`config.mk`:
```
export PLATFORM = sky130hd
export DESIGN_NAME = dsram_arbiter
export DESIGN_NICKNAME = d
export VERILOG_FILES = /design/src/rtl/dsram_arbiter.sv
export SDC_FILE = /design/constraint.sdc
export NUM_CORES = 1
export LEC_CHECK = 0
export BUFFER_PORTS_ARGS = -buffer_cell sky130_fd_sc_hd__buf_4
export CAP_MARGIN = 20
export CORE_AREA = 2 2 124 126
export CTS_CLUSTER_SIZE = 10
export DETAILED_ROUTE_END_ITERATION = 7
export DIE_AREA = 0 0 126 128
export GPL_ROUTABILITY_DRIVEN = 0
export PLACE_DENSITY = 0.77
export SYNTH_ARGS = -nofsm -noshare
export SYNTH_HDL_FRONTEND = slang
export SYNTH_SLANG_ARGS = --single-unit
```
`constraint.sdc`:
```
create_clock -name clk -period 2.38 [get_ports clk]
set_input_delay 0.357 -clock clk [delete_from_list [all_inputs] [get_ports clk]]
set_output_delay 0.357 -clock clk [all_outputs]
set_load 0.01 [all_outputs]
```
`src/rtl/dsram_arbiter.sv`:
```
// dsram_arbiter: shares one SRAM-like data port between the two memory lanes
// of the dual-issue core.
//   lane 0 (older slot) has fixed priority over lane 1.
//   A request that stalls on addr_ok is frozen in a hold register until it
//   is accepted.
//   Accepted requests are tracked in issue order so each response is routed
//   back to the lane that issued it.
//   A flush marks every not-yet-returned request so that its response is
//   dropped.
// Ports:
//   clk, resetn                         clock, async active-low reset
//   rN_req/wr/size/wstrb/addr/wdata     lane N request (N = 0, 1)
//   rN_addr_ok, rN_data_ok, rN_rdata    lane N handshakes / read data
//   flush                               single-cycle exception/eret flush
//   data_sram_*                         shared port towards cache/AXI bridge
//   busy                                a request is held or in flight

// Per-lane handshake/response router.
module dsram_arbiter_lane #(
  parameter int LANE = 0
) (
  input  logic        acc,          // accepted request reports addr_ok
  input  logic        acc_lane,
  input  logic        head_vld,     // order queue non-empty
  input  logic        head_lane,
  input  logic        head_disc,
  input  logic        flush,
  input  logic        sram_data_ok,
  input  logic [31:0] sram_rdata,
  output logic        addr_ok,
  output logic        data_ok,
  output logic        [31:0] rdata
);
  logic is_head;

  assign is_head = head_vld & (head_lane == 1'(LANE));
  assign addr_ok = acc & (acc_lane == 1'(LANE));
  // A response arriving in the flush cycle belongs to a killed request too.
  assign data_ok = is_head & sram_data_ok & ~head_disc & ~flush;
  assign rdata   = is_head ? sram_rdata : 32'h0;
endmodule

module dsram_arbiter #(
  parameter int MAX_OS = 2          // 1..4
) (
  input  logic        clk,
  input  logic        resetn,

  input  logic        r0_req,
  input  logic        r0_wr,
  input  logic [1:0]  r0_size,
  input  logic [3:0]  r0_wstrb,
  input  logic [31:0] r0_addr,
  input  logic [31:0] r0_wdata,
  output logic        r0_addr_ok,
  output logic        r0_data_ok,
  output logic [31:0] r0_rdata,

  input  logic        r1_req,
  input  logic        r1_wr,
  input  logic [1:0]  r1_size,
  input  logic [3:0]  r1_wstrb,
  input  logic [31:0] r1_addr,
  input  logic [31:0] r1_wdata,
  output logic        r1_addr_ok,
  output logic        r1_data_ok,
  output logic [31:0] r1_rdata,

  input  logic        flush,

  output logic        data_sram_req,
  output logic        data_sram_wr,
  output logic [1:0]  data_sram_size,
  output logic [3:0]  data_sram_wstrb,
  output logic [31:0] data_sram_addr,
  output logic [31:0] data_sram_wdata,
  input  logic        data_sram_addr_ok,
  input  logic        data_sram_data_ok,
  input  logic [31:0] data_sram_rdata,

  output logic        busy
);
  localparam int NUM_LANES = 2;

  typedef enum logic {IDLE, HOLD} state_t;

  typedef struct packed {
    logic        wr;
    logic [1:0]  size;
    logic [3:0]  wstrb;
    logic [31:0] addr;
    logic [31:0] wdata;
  } req_t;

  state_t state_q, state_d;

  req_t [NUM_LANES-1:0] lane_req;
  req_t port;
  req_t hold_q;
  logic hold_lane_q, hold_kill_q;

  // Order queue: one {lane, discard} entry per accepted request.
  logic [3:0] q_lane, q_disc;
  logic [1:0] head_q, tail_q;
  logic [2:0] count_q;

  logic sel, full, pop;
  logic sram_req, push, push_disc, acc, acc_lane, capture, kill_set;

  assign lane_req[0] = {r0_wr, r0_size, r0_wstrb, r0_addr, r0_wdata};
  assign lane_req[1] = {r1_wr, r1_size, r1_wstrb, r1_addr, r1_wdata};

  assign sel  = ~r0_req;                      // older lane first
  assign full = (count_q == 3'(MAX_OS));
  assign pop  = data_sram_data_ok & (count_q != 3'd0);

  function automatic logic [1:0] ptr_inc(input logic [1:0] p);
    return (p == 2'(MAX_OS - 1)) ? 2'd0 : p + 2'd1;
  endfunction

  always_comb begin
    state_d   = state_q;
    sram_req  = 1'b0;
    port      = lane_req[sel];
    acc_lane  = sel;
    acc       = 1'b0;
    push      = 1'b0;
    push_disc = 1'b0;
    capture   = 1'b0;
    kill_set  = 1'b0;
    case (state_q)
      IDLE: begin
        // resetn gate keeps the pass-through quiet while reset is held.
        sram_req = (r0_req | r1_req) & ~full & ~flush & resetn;
        if (sram_req & data_sram_addr_ok) begin
          push = 1'b1;
          acc  = 1'b1;
        end else if (sram_req) begin
          capture = 1'b1;
          state_d = HOLD;
        end
      end
      HOLD: begin
        // Never withdrawn or switched once presented to the port.
        sram_req = 1'b1;
        port     = hold_q;
        acc_lane = hold_lane_q;
        if (data_sram_addr_ok) begin
          push      = 1'b1;
          push_disc = hold_kill_q | flush;
          acc       = ~(hold_kill_q | flush);
          state_d   = IDLE;
        end else if (flush) begin
          kill_set = 1'b1;
        end
      end
      default: state_d = IDLE;
    endcase
  end

  always_ff @(posedge clk or negedge resetn) begin
    if (!resetn) state_q <= IDLE;
    else         state_q <= state_d;
  end

  always_ff @(posedge clk or negedge resetn) begin
    if (!resetn) begin
      hold_q      <= '0;
      hold_lane_q <= 1'b0;
      hold_kill_q <= 1'b0;
      q_lane      <= '0;
      q_disc      <= '0;
      head_q      <= '0;
      tail_q      <= '0;
      count_q     <= '0;
    end else begin
      if (capture) begin
        hold_q      <= lane_req[sel];
        hold_lane_q <= sel;
        hold_kill_q <= 1'b0;
      end else if (kill_set) begin
        hold_kill_q <= 1'b1;
      end
      // Marking unused slots too is harmless: a push rewrites its bit.
      if (flush) q_disc <= '1;
      if (push) begin
        q_lane[tail_q] <= acc_lane;
        q_disc[tail_q] <= push_disc;
        tail_q         <= ptr_inc(tail_q);
      end
      if (pop) head_q <= ptr_inc(head_q);
      case ({push, pop})
        2'b10:   count_q <= count_q + 3'd1;
        2'b01:   count_q <= count_q - 3'd1;
        default: count_q <= count_q;
      endcase
    end
  end

  logic [NUM_LANES-1:0]       addr_ok_v, data_ok_v;
  logic [NUM_LANES-1:0][31:0] rdata_v;

  for (genvar i = 0; i < NUM_LANES; i++) begin : g_lane
    dsram_arbiter_lane #(.LANE(i)) u_lane (
      .acc          (acc),
      .acc_lane     (acc_lane),
      .head_vld     (count_q != 3'd0),
      .head_lane    (q_lane[head_q]),
      .head_disc    (q_disc[head_q]),
      .flush        (flush),
      .sram_data_ok (data_sram_data_ok),
      .sram_rdata   (data_sram_rdata),
      .addr_ok      (addr_ok_v[i]),
      .data_ok      (data_ok_v[i]),
      .rdata        (rdata_v[i])
    );
  end

  assign r0_addr_ok = addr_ok_v[0];
  assign r1_addr_ok = addr_ok_v[1];
  assign r0_data_ok = data_ok_v[0];
  assign r1_data_ok = data_ok_v[1];
  assign r0_rdata   = rdata_v[0];
  assign r1_rdata   = rdata_v[1];

  assign data_sram_req   = sram_req;
  assign data_sram_wr    = port.wr;
  assign data_sram_size  = port.size;
  assign data_sram_wstrb = port.wstrb;
  assign data_sram_addr  = port.addr;
  assign data_sram_wdata = port.wdata;

  assign busy = (state_q == HOLD) | (count_q != 3'd0);
endmodule

```
==> summary.md, run 1 <==
| Metric | Value |
|---|---|
| Status | `finished, final reports clean` |
| Max-slew violation count | `0` |
| Setup TNS | `0 ns` |
| Gr ovfl total | `0` |
| Fillers | `1274` |
| Most frequent cells in the layout | `buf_4, mux2_2, dfrtp_1, mux2_4, nor2_1` |
| Reg area | `about 2200 sq um` |
| Vias/cell | `between 4 and 5` |
| Area growth syn-to-layout | `47.1%` |
| Leak | `4.52 nW` |
| Area share of fa/ha/maj cells after synthesis | `0.00535` |
| GR Util All Layers | `0.198` |
| Vias in the first global route | `around 5000` |
| Antenna cells | `0` |
| Clock H-tree levels | `3` |
| Slack of the critical path | `around 0.087 ns` |
| Total Power | `7.55 mW` |
| Routed length per instance | `16.6 um` |
| Share of post-route cells with drive strength above 1 | `0.698` |
| Cells after Synth | `between 500 and 600` |
| Yosys top cell by area | `dfrtp_1` |
| Via Count | `~5000` |
| Setup WS pre-CTS | `roughly 0.10 ns` |
| I/O pin cnt | `322` |
| CP endpoint kind | `flip-flop` |
| CTS sink count | `89` |
| Fin area | `between 8000 and 9000 sq um` |
| Detailed Route Iter0 Violations | `~130` |
| Tcrit/Tclk final | `0.963` |
| Launch point of the worst reg-to-reg path | `count_q[2]` |
| Antenna Nets Post-Route | `0` |
| # DRC | `0` |
| CP Class | `flip-flop to flip-flop` |
| Initial cell density of the core | `0.409` |
| Clock Tree Root | `clkbuf_16` |
| Worst slew pin tran | `between 0.7 and 0.8 ns` |
| # setup viols final | `0` |
| Multi-input logic area | `3570 sq um` |
| CP required | `between 2 and 3 ns` |
| Crit path max-delay family | `simple AND/OR/NAND/NOR gates` |
| Worst skew pair latency | `0.33 ns` |
| Largest family of logic cells by synthesized area | `multiplexers` |
| Detail Placement HPWL | `~12000 um` |
| Commonest non-fill, non-tap cell in the layout | `buf_4` |
| Max-cap violations | `0` |
| Post-Synth XOR/XNOR Area | `0.00720` |
| Fin nets | `1003` |
| Initial antenna violation count | `0` |
| Worst rel slew slack | `0.480` |
| R2R Path End | `count_q[2]` |
| Placed Instances | `roughly 1000` |
| Yosys top cell area share | `0.366` |
| Synth Net Count | `around 700` |
| Peak VDD IR | `~0.41 mV` |
| Final Hold Fails | `0` |
| Synth Area in Compound Gates | `0.0313` |
| Seq cells post-synth | `approximately 90` |
| Post-CTS Hold Buffers | `0` |
| Cell area after synthesis | `between 6000 and 7000 sq um` |
| Final Non-Filler Cells | `1013` |
| Critical path arrival | `~2.5 ns` |
| Mux share of post-synthesis cell area | `0.446` |
| Simple-Gate Fraction of Synth Area | `0.0923` |
| Die area | `16100 sq um` |
| Largest net degree at the start of global routing | `84` |
| Synth warn | `0` |
| CP max stage delay | `approximately 0.44 ns` |
| CTS tree | `yes` |
| CP cell instances | `or3b_4, a31oi_4, nand2b_4, ha_1, inv_1, fa_1, xor2_1, nor2_1, xor2_1` |
| Worst hold path class | `input port to async pin` |
| Cell Rows | `45` |
| Die W | `~130 um` |
| Die Ht | `roughly 130 um` |
| Clk slew on worst S/H paths | `approximately 0.06 ns` |
| Core area | `14900 sq um` |
| Mean Syn Cell Area | `11.9 sq um` |
| First-pass GRT wire length | `25700 um` |
| CTS Buf Count | `9` |
| Post-Place Cell Area | `8610 sq um` |
| Synth cell types | `37` |
| Most used cell, CP | `xor2_1` |
| Final wirelength | `16800 um` |
| CP Launch Type | `flip-flop` |
| CTS max path bufs | `2` |
| DRT Pass-1 Iters | `4` |
| CP bufs+invs | `1` |
| Fmax | `between 0.4 and 0.5 GHz` |
| Reg2Reg Setup Slack | `~0.087 ns` |
| I/O Buffers | `~320` |
| Min Tclk post-route | `about 2.3 ns` |
| Critical path fanouts, max | `4` |
| Slowest CP cell | `or3b_4` |
| Final Util | `0.602` |
| Sequential fraction of the synthesis area | `0.366` |
| Top post-synthesis cells by area | `dfrtp_1, mux2_2, mux2_4, nor2_1, buf_12` |
| R2r worst-path depth | `9` |
| Pwr dens | `between 800 and 900 nW/um^2` |
| Clock Skew | `about 0.0073 ns` |
| Hold_ws | `roughly 0.048 ns` |
[report_power, final]
| group | switching [mW] | internal (mW) |
|---|---|---|
| combinational | 1.41 | 2.18 |
| clock | 0.570 | 0.765 |
| sequential | 0.426 | 2.20 |
| total | 2.41 | 5.14 |
[final cells by class]
type / instances / area share
Clock buffer: 12 / 0.0287
Multi-Input combinational cell: 377 / 0.399
Sequential cell: 89 / 0.249
Timing Repair Buffer: 334 / 0.290
Clock inverter: 4 / 0.00294
Tap cell: 188 / 0.0263
Inverter: 9 / 0.00378
[what timing repair did]
| action | CTS | global route |
|---|---|---|
| gates resized for setup | 0 | 4 |
| setup endpoints to repair | 0 | 6 |
| endpoints found under the hold margin | 0 | 0 |
| buffers inserted | 0 | 1 |
[layer usage]
layer	GRT usage	part of all wire
met5	0	0
met2	0.350	0.51
met3	0.0659	0.089
met4	0.0478	0.012
met1	0.233	0.39
[sequential cells by signal, indices dropped and copies added (netlist names)]
name,flops
state_q,1
count_q,3
hold_lane_q,1
head_q,2
q_lane,4
tail_q,2
q_disc,4
hold_kill_q,1
hold_q,71
[cell usage after synthesis]
cell / number
mux2_2: 144
dfrtp_1: 89
mux2_4: 69
nor2_1: 61
nand2_1: 31
clkbuf_1: 19
and3_1: 12
o21ai_0: 10
inv_1: 9
buf_2: 8
a31oi_1: 7
buf_12: 7
or3_1: 5
nand3_1: 4
o22ai_1: 4
o2bb2ai_1: 3
xnor2_1: 3
a21boi_0: 2
a41oi_1: 2
buf_1: 2
buf_6: 2
mux4_2: 2
nand2b_1: 2
or2_2: 2
xor2_1: 2
a21oi_1: 1
and3b_2: 1
fa_1: 1
ha_1: 1
mux2i_1: 1
nand3_2: 1
nor2b_1: 1
nor2b_4: 1
nor3_1: 1
o21bai_1: 1
or3b_2: 1
or3b_4: 1
[worst max-delay path by stage]
stage | startpoint | cells past startpoint | slack, ns | end
final | count_q[2] | 9 | 0.09 | count_q[2]
after global routing | count_q[0] | 9 | -0.02 | count_q[2]
after CTS | head_q[0] | 4 | 0.02 | r1_data_ok
after detailed placement | r1_req | 10 | 0.10 | count_q[2]
after global placement | r1_req | 10 | 0.15 | count_q[2]
after floorplan | count_q[0] | 9 | 0.1 | count_q[2]
[worst reg2reg max path, stage by stage (launching register included)]
cell      delay (ns)
dfrtp_1         0.40
or3b_4          0.44
a31oi_4         0.15
nand2b_4        0.16
ha_1            0.19
inv_1           0.06
fa_1            0.38
xor2_1          0.16
nor2_1          0.11
xor2_1          0.17
[kinds of logic after synthesis]
logic type	after synthesis
flops	89
fa+ha+maj	2
buf+inv	47
xor+xnor	5
compound gates	30
simple gates	124
mux	216
Power figures use the tool's default switching activity.
==> run 2: changes to the inputs <==
- CORE_AREA: 2 2 124 126 -> default
- CORE_MARGIN: default -> 2
- CORE_UTILIZATION: default -> 42
- DIE_AREA: 0 0 126 128 -> default
- PLACE_DENSITY: 0.77 -> 0.78
- SLEW_MARGIN: default -> 20
==> run 2 against run 1 <==
Final cell count fell by 0.89%. Sequential power about the same. Largest cell class unchanged. Sequential share of layout area decreased by 0.10 points.
==> summary.md, run 2 (same netlist as run 1, synthesis figures left out) <==
| Metric | Value |
|---|---|
| Clock H-tree levels | `3` |
| # setup viols final | `0` |
| I/O Buffers | `321` |
| Slowest CP cell | `or3b_4` |
| Tcrit/Tclk final | `0.971` |
| CTS Buf Count | `9` |
| DRT Pass-1 Iters | `4` |
| Worst hold path class | `input port to async pin` |
| Worst skew pair latency | `approximately 0.33 ns` |
| Worst setup path startpoint | `count_q[0]` |
| CP required | `~2.6 ns` |
| Max FFs per register | `a little over 70` |
| Core area | `approximately 14000 sq um` |
| Initial antenna violation count | `0` |
| Worst rel slew slack | `0.603` |
| Area growth syn-to-layout | `47.5%` |
| Fmax | `about 0.43 GHz` |
| Detail Placement HPWL | `13400 um` |
| Share of post-route cells with drive strength above 1 | `0.700` |
| CTS sink count | `89` |
| Pwr dens | `approximately 900 nW/um^2` |
| Leak | `4.54 nW` |
| Worst slew pin tran | `around 0.59 ns` |
| Cell Rows | `43` |
| Routed length per instance | `between 15 and 20 um` |
| Crit path max-delay family | `simple AND/OR/NAND/NOR gates` |
| Total Power | `just under 8 mW` |
| CP Launch Type | `flip-flop` |
| Max-cap violations | `0` |
| CP bufs+invs | `1` |
| Gr ovfl total | `0` |
| Via Count | `5142` |
| Clk slew on worst S/H paths | `around 0.070 ns` |
| Antenna cells | `0` |
| Fin nets | `between 1000 and 1500` |
| CP max stage delay | `between 0.4 and 0.5 ns` |
| Antenna Nets Post-Route | `0` |
| Die area | `about 15000 sq um` |
| Final Util | `0.642` |
| Status | `finished, final reports clean` |
| Fillers | `roughly 1100` |
| Max-slew violation count | `0` |
| CTS tree | `yes` |
| Post-CTS Hold Buffers | `0` |
| Initial cell density of the core | `0.435` |
| Clock Skew | `about 0.007 ns` |
| Critical path arrival | `2.56 ns` |
| Clock Tree Root | `clkbuf_16` |
| First-pass GRT wire length | `approximately 27000 um` |
| I/O pin cnt | `around 320` |
| Hold_ws | `0.118 ns` |
| Die Ht | `124 um` |
| GR Util All Layers | `0.216` |
| Setup TNS | `0 ns` |
| Vias in the first global route | `around 5500` |
| Top flop regs | `hold_q x71, q_disc x4, q_lane x4` |
| CP endpoint kind | `flip-flop` |
| Die W | `about 120 um` |
| Critical path fanouts, max | `4` |
| Most frequent cells in the layout | `buf_4, mux2_2, dfrtp_1, mux2_4, nor2_1` |
| Detailed Route Iter0 Violations | `approximately 170` |
| Final wirelength | `17300 um` |
| CP Class | `flip-flop to flip-flop` |
| Peak VDD IR | `0.359 mV` |
| Commonest non-fill, non-tap cell in the layout | `buf_4` |
| Final Hold Fails | `0` |
| Launch point of the worst reg-to-reg path | `count_q[0]` |
| Most used cell, CP | `xor2_1` |
| CTS max path bufs | `2` |
| # DRC | `0` |
| Vias/cell | `5.12` |
| Top reg by flops | `hold_q` |
| CP cell instances | `or3b_4, a31oi_4, nand2b_4, ha_2, inv_1, fa_1, xor2_1, nor2_1, xor2_1` |
| Largest net degree at the start of global routing | `76` |
| Min Tclk post-route | `around 2.3 ns` |
-- run 2: cell types whose count changed in the layout (fill, tap and decap cells not counted), moves of 2 or more --
cell,delta
buf_6,+2
clkinv_2,-2
buf_4,+2
bufinv_16,+4
clkbuf_8,-2
-- run 2: per-stage QoR --
stage / setup WS (ns) / area, sq um / cells
floorplan: 0.0975 / 6090 / 513
global placement: 0.146 / 8590 / 990
detailed placement: 0.0638 / 8590 / 990
CTS: 0.0197 / 8950 / 1004
global route: -0.00711 / 8970 / 1004
finish: 0.0697 / 8970 / 1004
-- run 2: layout make-up --
class / instances / area, sq um / area share
Timing Repair Buffer: 335 / 2560 / 0.285
Multi-Input combinational cell: 377 / 3570 / 0.398
Inverter: 9 / 33.8 / 0.00376
Sequential cell: 89 / 2230 / 0.248
Clock inverter: 5 / 129 / 0.0144
Tap cell: 180 / 225 / 0.0251
Clock buffer: 9 / 225 / 0.0251
-- run 2: final timing paths --
path	end	slack [ns]	cells past startpoint
min	hold_q[11]	0.12	2
max in group asynchronous	hold_q[22]	1.26	3
min reg2reg	hold_q[57]	0.50	1
max reg2reg	count_q[2]	0.07	9
min in group clk	state_q	0.29	2
max	count_q[2]	0.07	9
-- run 2: layer usage --
metal / track usage / share of wire
met1: 0.225 / 0.37
met2: 0.417 / 0.54
met3: 0.0619 / 0.076
met4: 0.0601 / 0.014
met5: 0 / 0
-- run 2: power breakdown --
group,switching [mW],internal (mW)
sequential,0.446,2.20
combinational,1.42,2.15
clock,0.584,1.12
total,2.45,5.47
-- run 2: repair_timing --
action,4_1_cts,5_1_grt
buffers inserted,0,0
pin swaps,0,1
gates resized for setup,1,5
setup endpoints to repair,6,10
cloned,0,0
